File: config.mk
export PLATFORM = sky130hd
export DESIGN_NAME = serial_subtractor
export DESIGN_NICKNAME = d
export VERILOG_FILES = /design/src/rtl/serial_subtractor.sv
export SDC_FILE = /design/constraint.sdc
export NUM_CORES = 1
export LEC_CHECK = 0
export BUFFER_PORTS_ARGS = -buffer_cell sky130_fd_sc_hd__buf_2
export CAP_MARGIN = 15
export CELL_PAD_IN_SITES_DETAIL_PLACEMENT = 1
export CELL_PAD_IN_SITES_GLOBAL_PLACEMENT = 1
export CORE_ASPECT_RATIO = 0.8
export CORE_MARGIN = 10
export CORE_UTILIZATION = 44
export DETAILED_ROUTE_END_ITERATION = 8
export PLACE_DENSITY = 0.76
export SYNTH_ARGS = -nofsm -noshare
export SYNTH_HDL_FRONTEND = slang
export SYNTH_SLANG_ARGS = --single-unit
File: constraint.sdc
create_clock -name clk -period 1.7 [get_ports clk]
set_input_delay 0.255 -clock clk [delete_from_list [all_inputs] [get_ports clk]]
set_output_delay 0.255 -clock clk [all_outputs]
set_load 0.1 [all_outputs]
File: src/rtl/serial_subtractor.sv
// Bit-serial WIDTH-bit subtractor (diff = a - b, LSB first) with start/busy/done handshake.
// Define SERIAL_SUB_OVF_EN to add the signed-overflow output ovf.
module serial_subtractor #(
  parameter int unsigned WIDTH = 8
) (
  input  logic             clk,
  input  logic             rst_n,
  input  logic             start,
  input  logic [WIDTH-1:0] a,
  input  logic [WIDTH-1:0] b,
  output logic             busy,
  output logic             done,
  output logic [WIDTH-1:0] diff,
`ifdef SERIAL_SUB_OVF_EN
  output logic             ovf,
`endif
  output logic             borrow
);

  localparam int unsigned CNT_W = (WIDTH > 1) ? $clog2(WIDTH) : 1;

  typedef enum logic [1:0] {
    S_IDLE,
    S_SHIFT,
    S_DONE
  } state_e;

  state_e             state_q, state_d;
  logic [CNT_W-1:0]   cnt_q, cnt_d;
  logic [WIDTH-1:0]   a_sh_q, a_sh_d;
  logic [WIDTH-1:0]   b_sh_q, b_sh_d;
  logic [WIDTH-1:0]   res_q, res_d;
  logic               br_q, br_d;
  logic               busy_q, busy_d;
  logic               done_q, done_d;
  logic [WIDTH-1:0]   diff_q, diff_d;
  logic               borrow_q, borrow_d;
`ifdef SERIAL_SUB_OVF_EN
  logic               am_q, am_d;
  logic               bm_q, bm_d;
  logic               ovf_q, ovf_d;
`endif

  // Full-subtractor cell on the current operand LSBs
  logic             a0, b0, d_bit, br_nxt;
  logic [WIDTH-1:0] res_shift;

  always_comb begin
    a0        = a_sh_q[0];
    b0        = b_sh_q[0];
    d_bit     = a0 ^ b0 ^ br_q;
    br_nxt    = (~a0 & b0) | (~(a0 ^ b0) & br_q);
    res_shift = {d_bit, res_q[WIDTH-1:1]};
  end

  // Next-state and datapath; DONE computes the final bit and loads the visible result
  always_comb begin
    state_d  = state_q;
    cnt_d    = cnt_q;
    a_sh_d   = a_sh_q;
    b_sh_d   = b_sh_q;
    res_d    = res_q;
    br_d     = br_q;
    done_d   = 1'b0;
    diff_d   = diff_q;
    borrow_d = borrow_q;
`ifdef SERIAL_SUB_OVF_EN
    am_d     = am_q;
    bm_d     = bm_q;
    ovf_d    = ovf_q;
`endif
    unique case (state_q)
      S_IDLE: begin
        if (start) begin
          a_sh_d  = a;
          b_sh_d  = b;
          res_d   = '0;
          br_d    = 1'b0;
          cnt_d   = '0;
`ifdef SERIAL_SUB_OVF_EN
          am_d    = a[WIDTH-1];
          bm_d    = b[WIDTH-1];
`endif
          state_d = S_SHIFT;
        end
      end
      S_SHIFT: begin
        a_sh_d = a_sh_q >> 1;
        b_sh_d = b_sh_q >> 1;
        res_d  = res_shift;
        br_d   = br_nxt;
        cnt_d  = cnt_q + CNT_W'(1);
        if (cnt_q == CNT_W'(WIDTH - 2)) begin
          state_d = S_DONE;
        end
      end
      S_DONE: begin
        a_sh_d   = a_sh_q >> 1;
        b_sh_d   = b_sh_q >> 1;
        res_d    = res_shift;
        br_d     = br_nxt;
        diff_d   = res_shift;
        borrow_d = br_nxt;
        done_d   = 1'b1;
`ifdef SERIAL_SUB_OVF_EN
        ovf_d    = (am_q != bm_q) && (d_bit != am_q);
`endif
        state_d  = S_IDLE;
      end
      default: state_d = S_IDLE;
    endcase
    busy_d = (state_d != S_IDLE);
  end

  always_ff @(posedge clk or negedge rst_n) begin
    if (!rst_n) begin
      state_q  <= S_IDLE;
      cnt_q    <= '0;
      a_sh_q   <= '0;
      b_sh_q   <= '0;
      res_q    <= '0;
      br_q     <= 1'b0;
      busy_q   <= 1'b0;
      done_q   <= 1'b0;
      diff_q   <= '0;
      borrow_q <= 1'b0;
`ifdef SERIAL_SUB_OVF_EN
      am_q     <= 1'b0;
      bm_q     <= 1'b0;
      ovf_q    <= 1'b0;
`endif
    end else begin
      state_q  <= state_d;
      cnt_q    <= cnt_d;
      a_sh_q   <= a_sh_d;
      b_sh_q   <= b_sh_d;
      res_q    <= res_d;
      br_q     <= br_d;
      busy_q   <= busy_d;
      done_q   <= done_d;
      diff_q   <= diff_d;
      borrow_q <= borrow_d;
`ifdef SERIAL_SUB_OVF_EN
      am_q     <= am_d;
      bm_q     <= bm_d;
      ovf_q    <= ovf_d;
`endif
    end
  end

  assign busy   = busy_q;
  assign done   = done_q;
  assign diff   = diff_q;
  assign borrow = borrow_q;
`ifdef SERIAL_SUB_OVF_EN
  assign ovf    = ovf_q;
`endif

endmodule
==> qor.txt, run 1 <==
Cell row count: 20
Commonest non-fill, non-tap cell in the layout: dfrtp_1
Total global-route track usage: 11.45%
Area Overhead vs Synth: 16.38%
Seq cells post-synth: 40
Worst path arrival time: 1.74 ns
Mapped Area: 0.001826 mm^2
Relative slew slack: 66.51%
Largest net degree at the start of global routing: 41
Syn Area/Cell: 12.17 um^2
Max-Cap Viols: 0
Share of cells above drive strength 1: 34.78%
Initial antenna violation count: 0
Syn nets: 175
Clock buffer count from CTS: 5
Crit-path max FO: 26
Core area: 0.003904 mm^2
Clk_lat worst skew: 0.29 ns
Post-synth top area cell: dfrtp_1
CTS tree: done
Post-CTS Setup Inserts: 0
Final slew viol count: 0
Crit end category: flop
Drt pass-1 iters: 4
CP required: 1.87 ns
CTS Buffer Depth: 2
Htree depth: 2
Mapped Cells: 150
Die H: 77.61 um
CTS root buf: clkbuf_8
DP HPWL: 2.902 mm
WS Path Type: reg2reg
Final nets: 209
First-pass GRT wire length: 6.706 mm
Clock skew: 0.008605 ns
Cell variety after synth: 23
Path category of the worst min-delay check: in2async
Die area: 0.007141 mm^2
PortBufs: 29
DIE WIDTH: 92.02 um
Commonest cells after routing, fill and taps aside: dfrtp_1, buf_2, nand2_1
Vias: 1208
Final worst path period need: 1.570 ns
Synth top area cells: dfrtp_1, mux2i_1, mux2_2, o21ai_0, nand2_1
Setup TNS Final: 0 ns
Status: complete, no violations
Total grt overflow: 0
Residual DRC: 0
Yosys Warn Count: 0
Hold Violations, Final: 0
Initial core utilization: 46.76%
Worst-Margin Slew: 0.5024 ns
CP Launch Type: flop
Diodes inserted: 0
Number of global-route vias before repair: 1347
Final GP Congestion: 0.7450
Ports: 30
Unrepaired setup endpoints after global routing: no
Final period utilization: 92.35%
CTS clock-pin slew for the worst setup and hold paths: 0.08 ns
Wire length per cell: 16.37 um
Routed Antenna Nets: 0
DRT Wirelength: 3.912 mm
Yosys top cell area share: 54.83%
Final core utilization: 54.42%
Clock Sinks: 40
Setup violations, final: 0
Sequential element share of the synthesized area: 54.83%
Max Clock Freq: 636.9 MHz
Post-DR vias/cell: 5.054
DR iter-0 viols: 48
-- metal layers --
layer	vias up	wire (um)	share of wire (%)	GRT usage, %
met5	-	0	0	0
met2	15	1921	49	19.15
li1	582	-	-	-
met3	5	149	3.8	3.750
met4	0	48	1.2	3.231
met1	606	1792	46	13.79
-- flip-flops by register name (all words and copies together) (netlist names) --
signal	flops
borrow	1
busy	1
b_sh_q	8
res_q	7
a_sh_q	8
state_q	2
cnt_q	3
diff	8
br_q	1
done	1
-- worst max-delay path, cell delays in order (launching register included) --
cell and delay, ns:
dfrtp_1 0.42, inv_1 0.09, ha_2 0.41, mux2i_4 0.10
buf_12 0.17, a22o_2 0.26
-- area by class of cell --
cell class	count	area, um^2
Fill cell	437	1779
Sequential cell	40	1001
Multi-Input combinational cell	96	739.5
Timing Repair Buffer	35	215.2
Clock buffer	6	72.57
Tap cell	55	68.82
Inverter	6	22.52
Clock inverter	1	5.005
-- cells by family (layout without fill, tap and decap cells) --
family                     after synthesis  after routing  synth area share (%)
adders and majority gates                6              6                 4.524
buffers and inverters                   14             48                 5.277
DFF                                     40             40                 54.83
and+or+nand+nor                         32             32                 8.362
AOI/OAI and AO/OA                       33             33                 12.00
muxes                                   25             25                 15.01
-- metrics by stage --
| step | std cells | hold WS, ns | cell area, um^2 | setup WS (ns) |
|---|---|---|---|---|
| 5_1_grt | 239 | 0.04482 | 2125 | 0.006542 |
| 3_5_place_dp | 232 | 0.3453 | 2036 | 0.06869 |
| 6_report | 239 | 0.01843 | 2125 | 0.1300 |
| 4_1_cts | 239 | 0.03639 | 2113 | 0.02708 |
| 3_3_place_gp | 232 | 0.3385 | 2036 | 0.1912 |
| 2_1_floorplan | 150 | -0.04059 | 1826 | 0.1908 |
-- path summary, 6_finish.rpt --
check | cells past startpoint | endpoint | slack, ns | start
min in group clk | 3 | b_sh_q[6]$_DFFE_PN0P_ | 0.26 | b[6]
hold reg to reg | 2 | b_sh_q[2]$_DFFE_PN0P_ | 0.48 | b_sh_q[2]$_DFFE_PN0P_
max in group asynchronous | 2 | diff[4]$_DFFE_PN0P_ | 1.33 | rst_n
setup reg to reg | 5 | res_q[4]$_DFFE_PN0P_ | 0.13 | state_q[0]$_DFF_PN0_
hold / removal | 2 | b_sh_q[5]$_DFFE_PN0P_ | 0.02 | rst_n
setup / recovery | 5 | res_q[4]$_DFFE_PN0P_ | 0.13 | state_q[0]$_DFF_PN0_
-- repair_timing --
item / 4_1_cts / 5_1_grt
gates resized for setup: 0 / 3
setup endpoints to repair: 0 / 21
hold buffers: 0 / 0
-- cell usage after synthesis --
cell type	n
dfrtp_1	40
nand2_1	22
o21ai_0	20
mux2i_1	15
mux2_2	9
a22o_2	6
inv_1	6
buf_6	5
ha_1	5
nand2b_1	3
nand3_1	3
a22o_1	2
a31oi_1	2
and2b_2	2
buf_2	2
a22o_4	1
and2b_4	1
buf_4	1
fa_1	1
mux2i_4	1
nor2b_2	1
o21ai_1	1
o22ai_1	1
Power of run 1 is left out: the tool's default activity adds up to more than one toggle a clock period on the data nets, which glitch-free logic cannot reach.
==> run 2: changes to the inputs <==
==> constraint.sdc (replaced) <==
create_clock -name clk -period 1.5 [get_ports clk]
set_input_delay 0.225 -clock clk [delete_from_list [all_inputs] [get_ports clk]]
set_output_delay 0.225 -clock clk [all_outputs]
set_load 0.1 [all_outputs]
==> run 2 against run 1 <==
  * Clock-buffer cell count shrank 1
  * Clock skew grew 0.0015 ns
  * Highest routed layer unchanged
  * Final cell count grew 3.3%
  * Routed wire length grew 4.3%
  * Sequential share of layout area shrank 1.7 points
  * Fmax grew 9.9%
  * Cell area grew 3.8%
  * Hold slack gained 0.20 ns
  * Die area is the same
  * Worst setup slack lost 0.058 ns
  * Critical path depth is the same
==> qor.txt, run 2 (synthesis results as in run 1) <==
Commonest cells after routing, fill and taps aside: dfrtp_1, buf_2, nand2_1
Die H: 77.61 um
Area Overhead vs Synth: 20.77%
Hold_sp: a[3]
Ports: 30
Post-DR vias/cell: 5.093
Hold Violations, Final: 0
Layout fillers: 434
Total global-route track usage: 11.83%
PortBufs: 29
Clock Sinks: 40
Setup violations, final: 0
Wire length per cell: 16.53 um
Commonest non-fill, non-tap cell in the layout: dfrtp_1
DIE WIDTH: 92.02 um
CTS tree: done
Diodes inserted: 0
Worst hold path depth: 3
Clk_lat worst skew: 0.30 ns
Path category of the worst min-delay check: in2reg
Number of global-route vias before repair: 1416
DR iter-0 viols: 42
Unrepaired setup endpoints after global routing: no
Relative slew slack: 66.76%
First-pass GRT wire length: 6.920 mm
R2r setup slk: 0.07 ns
Worst Setup Slack, final: 0.07179 ns
Vias: 1258
Htree depth: 2
Reg2reg path depth: 5
DRT Wirelength: 4.082 mm
Drt pass-1 iters: 4
Crit-path max FO: 9
Initial antenna violation count: 0
Largest net degree at the start of global routing: 41
Total grt overflow: 0
Cell row count: 20
CP Launch Type: flop
Max Clock Freq: 700.2 MHz
Worst path arrival time: 1.60 ns
DP HPWL: 2.866 mm
Share of cells above drive strength 1: 38.02%
Clock skew: 0.01007 ns
Crit end category: flop
Routed Antenna Nets: 0
CTS root buf: clkbuf_8
Initial core utilization: 46.76%
R2R Path Start: state_q[1]$_DFF_PN0_
CTS Buffer Depth: 2
WS Path Type: reg2reg
Status: complete, no violations
CP required: 1.67 ns
Core area: 0.003904 mm^2
Clock buffer count from CTS: 5
Final nets: 216
Final slew viol count: 0
Place WS: -0.04948 ns
Final GP Congestion: 0.7411
Final period utilization: 95.21%
End of the worst register-to-register path: b_sh_q[1]$_DFFE_PN0P_
Max-Cap Viols: 0
Final worst path period need: 1.428 ns
Residual DRC: 0
Worst-Margin Slew: 0.4985 ns
Die area: 0.007141 mm^2
Hold Path End: a_sh_q[3]$_DFFE_PN0P_
CTS clock-pin slew for the worst setup and hold paths: 0.08 ns
## run 2: per-stage QoR
step / cells / hold WS, ns / area [um^2] / utilization (%) / setup TNS, ns
6_report: 247 / 0.2205 / 2205 / 56.47 / 0
5_1_grt: 247 / 0.2259 / 2205 / 56.47 / 0
4_1_cts: 245 / 0.2251 / 2168 / 55.54 / 0
3_5_place_dp: 236 / 0.3160 / 2053 / 52.60 / -0.6142
3_3_place_gp: 236 / 0.3076 / 2053 / 52.60 / 0
2_1_floorplan: 150 / -0.07059 / 1826 / - / 0
## run 2: final cells by class
type | count | area [um^2] | share of cell area (%)
tap | 55 | 68.82 | 3.121
timing repair buffer | 42 | 279.0 | 12.66
inverter | 6 | 22.52 | 1.022
clock buffer | 5 | 68.82 | 3.121
sequential | 40 | 1001 | 45.40
clock inverter | 3 | 18.77 | 0.8513
multi-input combinational | 96 | 745.7 | 33.83
## run 2: critical path, stage by stage, from the launching register on
cell,delay [ns]
dfrtp_1,0.40
inv_2,0.09
ha_4,0.19
mux2i_4,0.32
clkbuf_16,0.21
o21ai_0,0.09
## run 2: layer usage
| layer | track usage (%) | vias up | part of all wire [%] |
|---|---|---|---|
| met5 | 0 | - | 0 |
| met4 | 3.231 | 0 | 0.78 |
| met3 | 4.135 | 4 | 4.4 |
| met2 | 20.00 | 20 | 51 |
| met1 | 13.95 | 635 | 43 |
| li1 | - | 599 | - |
## run 2: worst max path at each step
stage                         start               endpoint  slack, ns  cells past startpoint
2_1_floorplan  state_q[0]$_DFF_PN0_  a_sh_q[4]$_DFFE_PN0P_       0.01                      6
3_3_place_gp   state_q[0]$_DFF_PN0_  b_sh_q[2]$_DFFE_PN0P_       0.04                      5
3_5_place_dp   state_q[1]$_DFF_PN0_   res_q[4]$_DFFE_PN0P_      -0.05                      5
4_1_cts        state_q[1]$_DFF_PN0_  a_sh_q[2]$_DFFE_PN0P_       0.06                      5
5_1_grt        state_q[1]$_DFF_PN0_  b_sh_q[3]$_DFFE_PN0P_      0.003                      6
6_report       state_q[1]$_DFF_PN0_  b_sh_q[1]$_DFFE_PN0P_       0.07                      5
## run 2: repair_timing
item / in CTS / in global routing
resized for setup: 3 / 3
buffers inserted: 0 / 0
hold buffers: 1 / 0
endpoints found under the setup margin: 25 / 11
cloned: 0 / 2
hold endpoints to repair: 10 / 0
Power of run 2 is left out for the same reason.
==> run 3: changes to the inputs <==
--- a/config.mk
+++ b/config.mk
@@ -11,9 +11,9 @@
 export CELL_PAD_IN_SITES_GLOBAL_PLACEMENT = 1
 export CORE_ASPECT_RATIO = 0.8
 export CORE_MARGIN = 10
-export CORE_UTILIZATION = 44
+export CORE_UTILIZATION = 40
 export DETAILED_ROUTE_END_ITERATION = 8
-export PLACE_DENSITY = 0.76
+export PLACE_DENSITY_LB_ADDON = 0.3
 export SYNTH_ARGS = -nofsm -noshare
 export SYNTH_HDL_FRONTEND = slang
 export SYNTH_SLANG_ARGS = --single-unit
==> constraint.sdc (replaced) <==
create_clock -name clk -period 1.3 [get_ports clk]
set_input_delay 0.195 -clock clk [delete_from_list [all_inputs] [get_ports clk]]
set_output_delay 0.195 -clock clk [all_outputs]
set_load 0.1 [all_outputs]
==> run 3 against run 2 <==
  * The run now ends with negative setup slack left
  * First-iteration DRC count down 31%
  * Hold slack got worse by 0.053 ns
  * Final cell count is 5.3% higher
  * Sequential share of layout area down 7.2 points
  * Critical endpoint is now res_q[5]$_DFFE_PN0P_
  * Highest routed layer unchanged
  * Critical path type unchanged
  * Register-to-register slack lost 0.25 ns
  * Non-clock buffer count is 11 higher
==> qor.txt, run 3 (synthesis results as in run 1) <==
First-pass GRT wire length: 6.755 mm
DP HPWL: 3.007 mm
Worst hold path depth: 3
Clock Sinks: 40
Met3 Use GR: 4.182%
Unrepaired setup endpoints after global routing: yes
Initial antenna violation count: 0
Number of global-route vias before repair: 1403
CP top delay family: flip-flops
Total grt overflow: 0
Clk_lat worst skew: 0.30 ns
Clock skew: 0.004269 ns
Final period utilization: 113.6%
Largest net degree at the start of global routing: 29
Failing checks: negative setup slack
Crit end category: flop
Residual DRC: 0
DR iter-0 viols: 29
CTS root buf: clkbuf_8
Gr busiest metal: met2
R2r setup slk: -0.18 ns
Clock buffer count from CTS: 5
Commonest cells after routing, fill and taps aside: dfrtp_1, buf_2, nand2_1
DRT Wirelength: 5.297 mm
Worst path cell trace: inv_2, ha_4, mux2i_4, buf_6, buf_8, a22o_2
Crit-path max FO: 8
Crit path depth: 6
Worst path arrival time: 1.67 ns
Die H: 80.43 um
Final nets: 227
CP required: 1.49 ns
Commonest non-fill, non-tap cell in the layout: dfrtp_1
Diodes inserted: 0
Final GP Congestion: 0.7678
Drt pass-1 iters: 4
Path category of the worst min-delay check: in2reg
Routed Antenna Nets: 0
Met2 GRT Util: 19.32%
Reg2reg path depth: 6
Post-DR vias/cell: 5.246
Ports: 30
Largest stage delay, worst path: 0.39 ns
CTS Buffer Depth: 2
Vias: 1364
CTS tree: done
Final core utilization: 61.17%
Die area: 0.007683 mm^2
Relative slew slack: 67.59%
Wire length per cell: 20.37 um
Worst Setup Slack, final: -0.1763 ns
CP Launch Type: flop
Critical path buffers and inverters: 3
Share of cells above drive strength 1: 55.67%
Hold Violations, Final: 0
Status: finished with violations
Htree depth: 2
PortBufs: 29
CP max-delay cell: dfrtp_1
Max-Cap Viols: 0
Initial core utilization: 42.62%
Setup TNS Final: -3.733 ns
Total global-route track usage: 11.13%
DIE WIDTH: 95.53 um
CTS clock-pin slew for the worst setup and hold paths: 0.08 ns
Final worst path period need: 1.476 ns
Max Clock Freq: 677.4 MHz
WS Path Type: reg2reg
Setup violations, final: 35
Final slew viol count: 0
Area Overhead vs Synth: 43.52%
Worst-Margin Slew: 0.4895 ns
Met1 usage: 12.13%
Core area: 0.004283 mm^2
Cell row count: 21
==> run 3: tightest hold or removal path: stages <==
cell	delay, ns
buf_2	0.07
mux2i_1	0.05
o21ai_1	0.11
==> run 3: final cells by class <==
cell class | instances | area [um^2]
clock buffer | 7 | 96.34
clock inverter | 1 | 30.03
fill | 428 | 1663
inverter | 6 | 22.52
multi-input combinational | 96 | 933.4
sequential | 40 | 1001
tap | 57 | 71.32
timing repair buffer | 53 | 465.4
==> run 3: what timing repair did <==
item                       in CTS  in global routing
hold endpoints to repair       15                  0
cloned                          0                  3
setup endpoints to repair      38                 44
setup buffers                   0                  9
hold buffers                    1                  0
gates resized for setup        15                 59
pin swaps                       1                 20
==> run 3: worst paths after layout <==
path | start | end
worst min register to register | a_sh_q[6]$_DFFE_PN0P_ | a_sh_q[6]$_DFFE_PN0P_
max in group asynchronous | rst_n | b_sh_q[4]$_DFFE_PN0P_
worst min-delay path | a[3] | a_sh_q[3]$_DFFE_PN0P_
worst max register to register | state_q[1]$_DFF_PN0_ | res_q[5]$_DFFE_PN0P_
min in group asynchronous | rst_n | done$_DFF_PN0_
worst max-delay path | state_q[1]$_DFF_PN0_ | res_q[5]$_DFFE_PN0P_
==> run 3: per-stage QoR <==
| stage | worst slack (ns) | instances | hold slack (ns) | area (um^2) |
|---|---|---|---|---|
| global placement | -0.09505 | 241 | 0.1475 | 2103 |
| CTS | -0.09208 | 249 | 0.1614 | 2267 |
| detailed placement | -0.2449 | 241 | 0.1561 | 2103 |
| finish | -0.1763 | 260 | 0.1672 | 2620 |
| floorplan | -0.1837 | 150 | -0.1006 | 1829 |
| global route | -0.2250 | 260 | 0.1766 | 2620 |
==> run 3: routing by layer <==
layer | part of all wire, % | wire [um]
met1 | 39 | 2062
met2 | 53 | 2784
met3 | 5.5 | 290
met4 | 3.0 | 160
met5 | 0 | 0
Power of run 3 is left out for the same reason.
